`config.mk`:
```
export PLATFORM = sky130hd
export DESIGN_NAME = wishbone_dmi_master_flat
export DESIGN_NICKNAME = d
export VERILOG_FILES = /design/src/rtl/wishbone_dmi_if.sv /design/src/rtl/wishbone_dmi_master.sv /design/src/flat_wrapper.sv
export SDC_FILE = /design/constraint.sdc
export NUM_CORES = 1
export LEC_CHECK = 0
export BUFFER_PORTS_ARGS = -buffer_cell sky130_fd_sc_hd__buf_2
export CAP_MARGIN = 20
export CORE_MARGIN = 2
export CORE_UTILIZATION = 32
export CTS_CLUSTER_SIZE = 24
export DETAILED_ROUTE_END_ITERATION = 16
export PLACE_DENSITY = 0.69
export SLEW_MARGIN = 20
export SYNTH_ARGS = -nofsm -noshare
export SYNTH_HDL_FRONTEND = slang
export SYNTH_SLANG_ARGS = --single-unit
```
`constraint.sdc`:
```
create_clock -name clk_i -period 5.85 [get_ports clk_i]
set_input_delay 1.17 -clock clk_i [delete_from_list [all_inputs] [get_ports clk_i]]
set_output_delay 1.17 -clock clk_i [all_outputs]
set_load 0.1 [all_outputs]
```
`src/rtl/wishbone_dmi_if.sv`:
```
// Signal bundle between a DMI requester, the Wishbone DMI master and the
// Wishbone slave. The master modport is the bridge's view; slave is the environment's.
interface wishbone_dmi_if;
  logic        req_valid_i;
  logic        req_ready_o;
  logic [1:0]  req_op_i;
  logic [6:0]  req_addr_i;
  logic [63:0] req_data_i;
  logic        rsp_valid_o;
  logic        rsp_ready_i;
  logic [63:0] rsp_data_o;
  logic [1:0]  rsp_status_o;
  logic [31:0] addr_o;
  logic        we_o;
  logic        cyc_o;
  logic        stb_o;
  logic [63:0] data_o;
  logic [63:0] data_i;
  logic        ack_i;

  modport master (
    input  req_valid_i, req_op_i, req_addr_i, req_data_i, rsp_ready_i, data_i, ack_i,
    output req_ready_o, rsp_valid_o, rsp_data_o, rsp_status_o,
           addr_o, we_o, cyc_o, stb_o, data_o
  );

  modport slave (
    output req_valid_i, req_op_i, req_addr_i, req_data_i, rsp_ready_i, data_i, ack_i,
    input  req_ready_o, rsp_valid_o, rsp_data_o, rsp_status_o,
           addr_o, we_o, cyc_o, stb_o, data_o
  );
endinterface

```
`src/rtl/wishbone_dmi_master.sv`:
```
// Turns one DMI request at a time into a single Wishbone cycle, waits for the
// slave to release ack, and returns data/status; a stalled cycle times out.
module wishbone_dmi_master #(
  parameter int unsigned TIMEOUT_CYCLES = 255
) (
  input  logic           clk_i,
  input  logic           rst_i,
  wishbone_dmi_if.master bus
);
  localparam logic [1:0]  OP_NOP        = 2'd0;
  localparam logic [1:0]  OP_WRITE      = 2'd2;
  localparam logic [1:0]  OP_RSVD       = 2'd3;
  localparam logic [1:0]  ST_OK         = 2'd0;
  localparam logic [1:0]  ST_FAIL       = 2'd2;
  localparam logic [15:0] TIMEOUT_LIMIT = 16'(TIMEOUT_CYCLES);

  typedef enum logic [1:0] {
    IDLE  = 2'd0,
    CYCLE = 2'd1,
    DRAIN = 2'd2,
    RESP  = 2'd3
  } state_e;

  state_e      state_q, state_d;
  logic [15:0] cnt_q, cnt_d;
  logic        ready_q, ready_d;
  logic        cyc_q, cyc_d;
  logic        we_q, we_d;
  logic [6:0]  addr_q, addr_d;
  logic [63:0] wdata_q, wdata_d;
  logic [63:0] rsp_data_q, rsp_data_d;
  logic [1:0]  status_q, status_d;

  // Every output is a flop cleared by reset, so a reset drops cyc_o at once.
  always_ff @(posedge clk_i or posedge rst_i) begin
    if (rst_i) begin
      state_q    <= IDLE;
      cnt_q      <= '0;
      ready_q    <= 1'b0;
      cyc_q      <= 1'b0;
      we_q       <= 1'b0;
      addr_q     <= '0;
      wdata_q    <= '0;
      rsp_data_q <= '0;
      status_q   <= ST_OK;
    end else begin
      state_q    <= state_d;
      cnt_q      <= cnt_d;
      ready_q    <= ready_d;
      cyc_q      <= cyc_d;
      we_q       <= we_d;
      addr_q     <= addr_d;
      wdata_q    <= wdata_d;
      rsp_data_q <= rsp_data_d;
      status_q   <= status_d;
    end
  end

  always_comb begin
    state_d    = state_q;
    cnt_d      = cnt_q;
    cyc_d      = cyc_q;
    we_d       = we_q;
    addr_d     = addr_q;
    wdata_d    = wdata_q;
    rsp_data_d = rsp_data_q;
    status_d   = status_q;

    unique case (state_q)
      IDLE: begin
        if (ready_q && bus.req_valid_i) begin
          addr_d  = bus.req_addr_i;
          wdata_d = bus.req_data_i;
          case (bus.req_op_i)
            OP_NOP: begin
              state_d    = RESP;
              rsp_data_d = '0;
              status_d   = ST_OK;
            end
            OP_RSVD: begin
              state_d    = RESP;
              rsp_data_d = '0;
              status_d   = ST_FAIL;
            end
            default: begin
              state_d = CYCLE;
              cnt_d   = '0;
              cyc_d   = 1'b1;
              we_d    = (bus.req_op_i == OP_WRITE);
            end
          endcase
        end
      end
      CYCLE: begin
        // An ack on the same edge as the timeout still completes the transfer.
        if (bus.ack_i) begin
          state_d    = DRAIN;
          cyc_d      = 1'b0;
          we_d       = 1'b0;
          rsp_data_d = bus.data_i;
          status_d   = ST_OK;
        end else begin
          cnt_d = cnt_q + 16'd1;
          if (cnt_d == TIMEOUT_LIMIT) begin
            state_d    = RESP;
            cyc_d      = 1'b0;
            we_d       = 1'b0;
            rsp_data_d = '0;
            status_d   = ST_FAIL;
          end
        end
      end
      DRAIN: begin
        if (!bus.ack_i) state_d = RESP;
      end
      RESP: begin
        if (bus.rsp_ready_i) state_d = IDLE;
      end
    endcase
  end

  // Registered so ready rises only on the first edge after reset or response.
  assign ready_d = (state_d == IDLE);

  assign bus.req_ready_o  = ready_q;
  assign bus.rsp_valid_o  = (state_q == RESP);
  assign bus.rsp_data_o   = rsp_data_q;
  assign bus.rsp_status_o = status_q;
  assign bus.addr_o       = {25'd0, addr_q};
  assign bus.data_o       = wdata_q;
  assign bus.we_o         = we_q;
  assign bus.cyc_o        = cyc_q;
  assign bus.stb_o        = cyc_q;
endmodule

```
`src/flat_wrapper.sv`:
```
// flat-port wrapper written by rule: the top's interface ports become plain ports
module wishbone_dmi_master_flat 
#(
  parameter int unsigned TIMEOUT_CYCLES = 255
)
  (clk_i, rst_i, bus_req_valid_i, bus_req_op_i, bus_req_addr_i, bus_req_data_i, bus_rsp_ready_i, bus_data_i, bus_ack_i, bus_req_ready_o, bus_rsp_valid_o, bus_rsp_data_o, bus_rsp_status_o, bus_addr_o, bus_we_o, bus_cyc_o, bus_stb_o, bus_data_o);
  wishbone_dmi_if bus_i ();
  input  logic clk_i;
  input  logic rst_i;
  input wire logic [$bits(bus_i.req_valid_i)-1:0] bus_req_valid_i;
  input wire logic [$bits(bus_i.req_op_i)-1:0] bus_req_op_i;
  input wire logic [$bits(bus_i.req_addr_i)-1:0] bus_req_addr_i;
  input wire logic [$bits(bus_i.req_data_i)-1:0] bus_req_data_i;
  input wire logic [$bits(bus_i.rsp_ready_i)-1:0] bus_rsp_ready_i;
  input wire logic [$bits(bus_i.data_i)-1:0] bus_data_i;
  input wire logic [$bits(bus_i.ack_i)-1:0] bus_ack_i;
  output wire logic [$bits(bus_i.req_ready_o)-1:0] bus_req_ready_o;
  output wire logic [$bits(bus_i.rsp_valid_o)-1:0] bus_rsp_valid_o;
  output wire logic [$bits(bus_i.rsp_data_o)-1:0] bus_rsp_data_o;
  output wire logic [$bits(bus_i.rsp_status_o)-1:0] bus_rsp_status_o;
  output wire logic [$bits(bus_i.addr_o)-1:0] bus_addr_o;
  output wire logic [$bits(bus_i.we_o)-1:0] bus_we_o;
  output wire logic [$bits(bus_i.cyc_o)-1:0] bus_cyc_o;
  output wire logic [$bits(bus_i.stb_o)-1:0] bus_stb_o;
  output wire logic [$bits(bus_i.data_o)-1:0] bus_data_o;
  assign bus_i.req_valid_i = bus_req_valid_i;
  assign bus_i.req_op_i = bus_req_op_i;
  assign bus_i.req_addr_i = bus_req_addr_i;
  assign bus_i.req_data_i = bus_req_data_i;
  assign bus_i.rsp_ready_i = bus_rsp_ready_i;
  assign bus_i.data_i = bus_data_i;
  assign bus_i.ack_i = bus_ack_i;
  assign bus_req_ready_o = bus_i.req_ready_o;
  assign bus_rsp_valid_o = bus_i.rsp_valid_o;
  assign bus_rsp_data_o = bus_i.rsp_data_o;
  assign bus_rsp_status_o = bus_i.rsp_status_o;
  assign bus_addr_o = bus_i.addr_o;
  assign bus_we_o = bus_i.we_o;
  assign bus_cyc_o = bus_i.cyc_o;
  assign bus_stb_o = bus_i.stb_o;
  assign bus_data_o = bus_i.data_o;
  wishbone_dmi_master #(.TIMEOUT_CYCLES(TIMEOUT_CYCLES)) u_core (.clk_i(clk_i), .rst_i(rst_i), .bus(bus_i));
endmodule
```
# [After elaboration in Yosys (flattened, before gate mapping)]
# Index checks and enable logic that the tools add are counted.
[totals] ff_bits=158 latchBits=0 ramBits=0 rom_bits=0 in_bits=142 n_memories=0
[op_classes] add_sub_neg=1 multipliers=0 div_mod_pow=0 n_lt_le_gt_ge=0 eq_ne=12 shifts=0 mux=29 bitwise_logic=0 reduce_logical=11
[ops] op="two-way mux 64 bit" n=4
[ops] op="one-hot mux 64 bit (2 select lines)" n=1
[ops] op="two-way mux 16 bit" n=3
[ops] op="one-hot mux 16 bit (2 select lines)" n=1
[ops] op="two-way mux 2 bit" n=9
[ops] op="adder 16 x 1 -> 16 bit, second input constant" n=1
[ops] op="equality test 16 x 8 -> 1 bit, second input constant" n=1
[ops] op="AND reduction 4 bit" n=4
[ops] op="equality test 2 bit, second input constant" n=4
[ops] op="one-hot mux 2 bit (2 select lines)" n=2
[ops] op="one-hot mux 2 bit (4 select lines)" n=1
[ops] op="logical NOT 2 bit" n=3
[ops] op="two-way mux 1 bit" n=6
[ops] op="!= test 2 bit, second input constant" n=3
[ops] op="one-hot mux 1 bit (2 select lines)" n=2
[ops] op="!= test 3 x 2 -> 1 bit, second input constant" n=1
[ops] op="!= test 3 bit, second input constant" n=1
[ops] op="equality test 2 x 1 -> 1 bit, second input constant" n=1
[ops] op="!= test 2 x 1 -> 1 bit, second input constant" n=1
[ops] op="AND reduction 2 bit" n=1
[ops] op="nonzero test 2 bit" n=1
[ops] op="OR reduction 2 bit" n=1
[ops] op="logical AND 1 bit" n=1

# [Longest topological paths before layout]
[depth] depth_word=6 ltp_mapped=11

# [Worst setup path after synthesis]
# No wires, ideal clock.
[synth_path] path_kind="input -> register" from="input port bus_req_op_i[0]" to="register u_core.rsp_data_q[49], in the netlist u_core.bus.rsp_data_o[49]" setup_time_ps=76 t_arrival_ps=2721 t_required_ps=5774 slack_ps=3053 path_stages=8 path_buffers=2 path_cell_list="inv_1 > ha_1 > and3_1 > o21ai_1 > clkbuf_1 > dlygate4sd1_1 > a22oi_1 > o21ai_2"
[synth_via] elab_chain_len=4 elab_cells_between_ends=5 cone_classes="eq/ne (2); reduce/logical (3)"
[synth_rtl] element="start: declaration" line_no="flat_wrapper.sv:11" source="input wire logic [$bits(bus_i.req_op_i)-1:0] bus_req_op_i;"
[synth_rtl] element="equality test 2 bit or logical NOT 2 bit (tied branches)" line_no="wishbone_dmi_master.sv:74" source="case (bus.req_op_i)"
[synth_rtl] element="OR reduction 2 bit (no line) (*)"
[synth_rtl] element="!= test 2 bit (no line) (*)"
[synth_rtl] element="AND reduction 4 bit (no line) (*)"
[synth_rtl] element="end signal: assignment" line_no="wishbone_dmi_master.sv:54" source="rsp_data_q <= rsp_data_d;"
[synth_rtl] element="end: declaration" line_no="wishbone_dmi_master.sv:31" source="logic [63:0] rsp_data_q, rsp_data_d;"
# Mark *: on every way between the ends. The rest lies on a longest branch, timed or not.
# A chain may end at the register's enable or synchronous reset.

# [Final worst setup path]
[layout_path] from="input port bus_req_op_i[0]" to="register u_core.rsp_data_q[32], in the netlist u_core.bus.rsp_data_o[32]"
# The elaborated chain is that of the path after synthesis.

==> results.toml <==
[run_status]
status = "complete, no violations"

[job]
drv_cap = 0

[worst_setup_path]
ff2ff_path_depth = 8
crit_type = "in -> reg"
cp-start-kind = "primary input"
crit_slowest_cell = "o21ai_4"
path_cells = "buf_2, inv_1, ha_1, and3_1, o21ai_4, buf_4, a22oi_1, o21ai_0"
crit_fanout = 40
critical_path_buf_inv_count = 3
cp_data_required_time_ns = 6.17
end_kind = "flip-flop"
critPathMaxStageDelay_ns = 0.62
worstPathArrival_ns = 3.23
path_depth = 8
crit_family = "compound AO/OA/AOI/OAI gates"

[clocking]
clk-insertion-delay-late_ns = 0.42
path_clk_slew_ns = 0.07
cts.sinks = 157
cts_tree = "yes"
cts_made_buffers = 17
postCtsHoldBufs = 0
cts_root_buf = "clkbuf_16"
postCtsSetupRepairBufs = 0
ctsLongestPathBuffers = 2
cts_resized = 0
cts_htree_levels = 4

[yosys]
netlist_area_mm2 = 0.007226
seq_area_frac_synth_pct = 54.37
synth.most_common_cell = "dfrtp_1"
netlist.area_leader.share_pct = 54.37
ys_top_cells_by_area = "dfrtp_1 (54%), mux2_2 (11%), a22oi_1 (6.6%)"
ys_ff_latch = 157
synth_cell_type_count = 49
syn_area_per_cell_um2 = 11.33
postSynthCellCount = 638
synth_area_leader_cell = "dfrtp_1"
synth_ff_type = "dfrtp_1"
synth-edff-count = 0
ys_warn_count = 0
ys_top_cells_by_count = "dfrtp_1 (157), nand2_1 (82), mux2_2 (71), o21ai_0 (68), a22oi_1 (64)"
ys_async_sr_fraction_pct = 100.0

[finish]
drive_gt1_share_pct = 47.15
area_growth_pct = 29.00
fin_nets = 1045
fillers = 2131

[timing]
fin_crit_sh_pct = 49.64
finalSetupViolCount = 0
fin_tns_setup_ns = 0
finalHoldViolCount = 0
slew_viol_final = 0
slew_headroom_pct = 37.33
post-route-min-period_ns = 2.904
timing.fmax_mhz = 344.4
skew_ns = 0.01026
rsz0062_at_grt = "no"
setup_slack_ns = 2.946
tightestPinTransition_ns = 0.9401

[floorplan]
core_area_mm2 = 0.02203
die_h_um = 154.3
initial_core_util_pct = 32.81
top_level_ports = 309
dieArea_mm2 = 0.02380
rows = 54
die-width_um = 154.3

[route]
routed_wirelength_mm = 18.86
dr.pass1.iters = 4
initialDrtViolationCount = 335
ant_nets = 0
avgRoutedWirePerCell_um = 15.81
drc = 0
post_drt_via_cell_ratio = 4.914
vias = 5862

[placement]
post-place-ws_ns = 2.524
numPortBuffers = 282
hpwl_mm = 12.95
gp_congestion = 0.7841

[global_route]
grt_pass1_wl_mm = 30.47
track_usage_pct = 15.81
grt_pass1_vias = 5829
grt_max_degree = 95
grt_antenna_before_repair = 1
grt-ovfl-total = 0

[worst_hold_path]
hold_depth = 1
hold_class = "reg -> reg"
-- path summary, 6_finish.rpt --
| path | from | end | slack (ns) |
|---|---|---|---|
| hold reg to reg | u_core.bus.data_o[5]$_DFFE_PP0P_ | u_core.bus.data_o[5]$_DFFE_PP0P_ | 0.50 |
| min in group asynchronous | rst_i | u_core.bus.data_o[36]$_DFFE_PP0P_ | 0.91 |
| hold / removal | u_core.bus.data_o[5]$_DFFE_PP0P_ | u_core.bus.data_o[5]$_DFFE_PP0P_ | 0.50 |
| max in group asynchronous | rst_i | u_core.bus.rsp_data_o[25]$_DFFE_PP0P_ | 3.59 |
| setup reg to reg | u_core.cnt_q[1]$_DFFE_PP0P_ | u_core.bus.rsp_data_o[12]$_DFFE_PP0P_ | 3.19 |
| setup / recovery | bus_req_op_i[0] | u_core.bus.rsp_data_o[32]$_DFFE_PP0P_ | 2.95 |
-- metal layers --
| metal | up-vias | track usage, % | wire (um) |
|---|---|---|---|
| met1 | 2827 | 20.55 | 8075 |
| met3 | 25 | 4.875 | 1481 |
| met2 | 250 | 24.77 | 8876 |
| met5 | - | 0 | 0 |
| met4 | 0 | 6.261 | 427 |
| li1 | 2760 | - | - |
-- sequential cells by signal, indices dropped and copies added (netlist names) --
register,cells
u_core.state_q,2
u_core.bus.rsp_status_o,1
u_core.addr_q,7
u_core.bus.data_o,64
u_core.bus.req_ready_o,1
u_core.bus.rsp_data_o,64
u_core.bus.cyc_o,1
u_core.bus.we_o,1
u_core.cnt_q,16
-- cells by family (layout without fill, tap and decap cells) --
group | Yosys count | in the layout | share of synthesized area, %
other | 1 | 27 | 0.05190
xor gates and xnor gates | 6 | 6 | 0.7273
adders and majority gates | 4 | 4 | 0.6927
muxes | 72 | 72 | 11.20
and+or+nand+nor | 135 | 135 | 8.779
DFF | 157 | 157 | 54.37
buffers and inverters | 80 | 329 | 7.290
AOI/OAI and AO/OA | 183 | 183 | 16.88
-- stage by stage --
step           hold WS, ns  instance area (um2)  utilization (%)  std cells
6_report            0.5007                 9321            42.32       1193
5_1_grt             0.5105                 9321            42.32       1193
4_1_cts             0.5040                 9319            42.31       1192
3_5_place_dp        0.4892                 8673            39.38       1160
3_3_place_gp        0.4847                 8673            39.38       1160
2_1_floorplan       0.4586                 7320                -        663
-- layout make-up --
cell class	count	area, um2	area share (%)
flip-flops and latches	157	3929	42.15
multi-input cells	426	2895	31.06
repair buffers	289	1464	15.70
clock buffers	17	425.4	4.564
well taps	280	350.3	3.758
clock inverters	15	220.2	2.362
inverters	8	35.03	0.3758
diodes	1	2.502	0.02685
-- layout by cell type, fill, tap and decap left out, drive strengths merged, types with 5 or more instances in the layout --
cell and n:
dfrtp 157, nor3 5, and2 5, buf 289, and3 5, and4 5, nor2 12, conb 26
a21oi 12, nand3 8, a22oi 64, clkbuf 17, inv 16, o31ai 6, nand4 7, mux2 71
o21ai 88, nand2 82
Power is left out: the tool's default activity adds up to more than one toggle a clock period on the data nets, which glitch-free logic cannot reach.
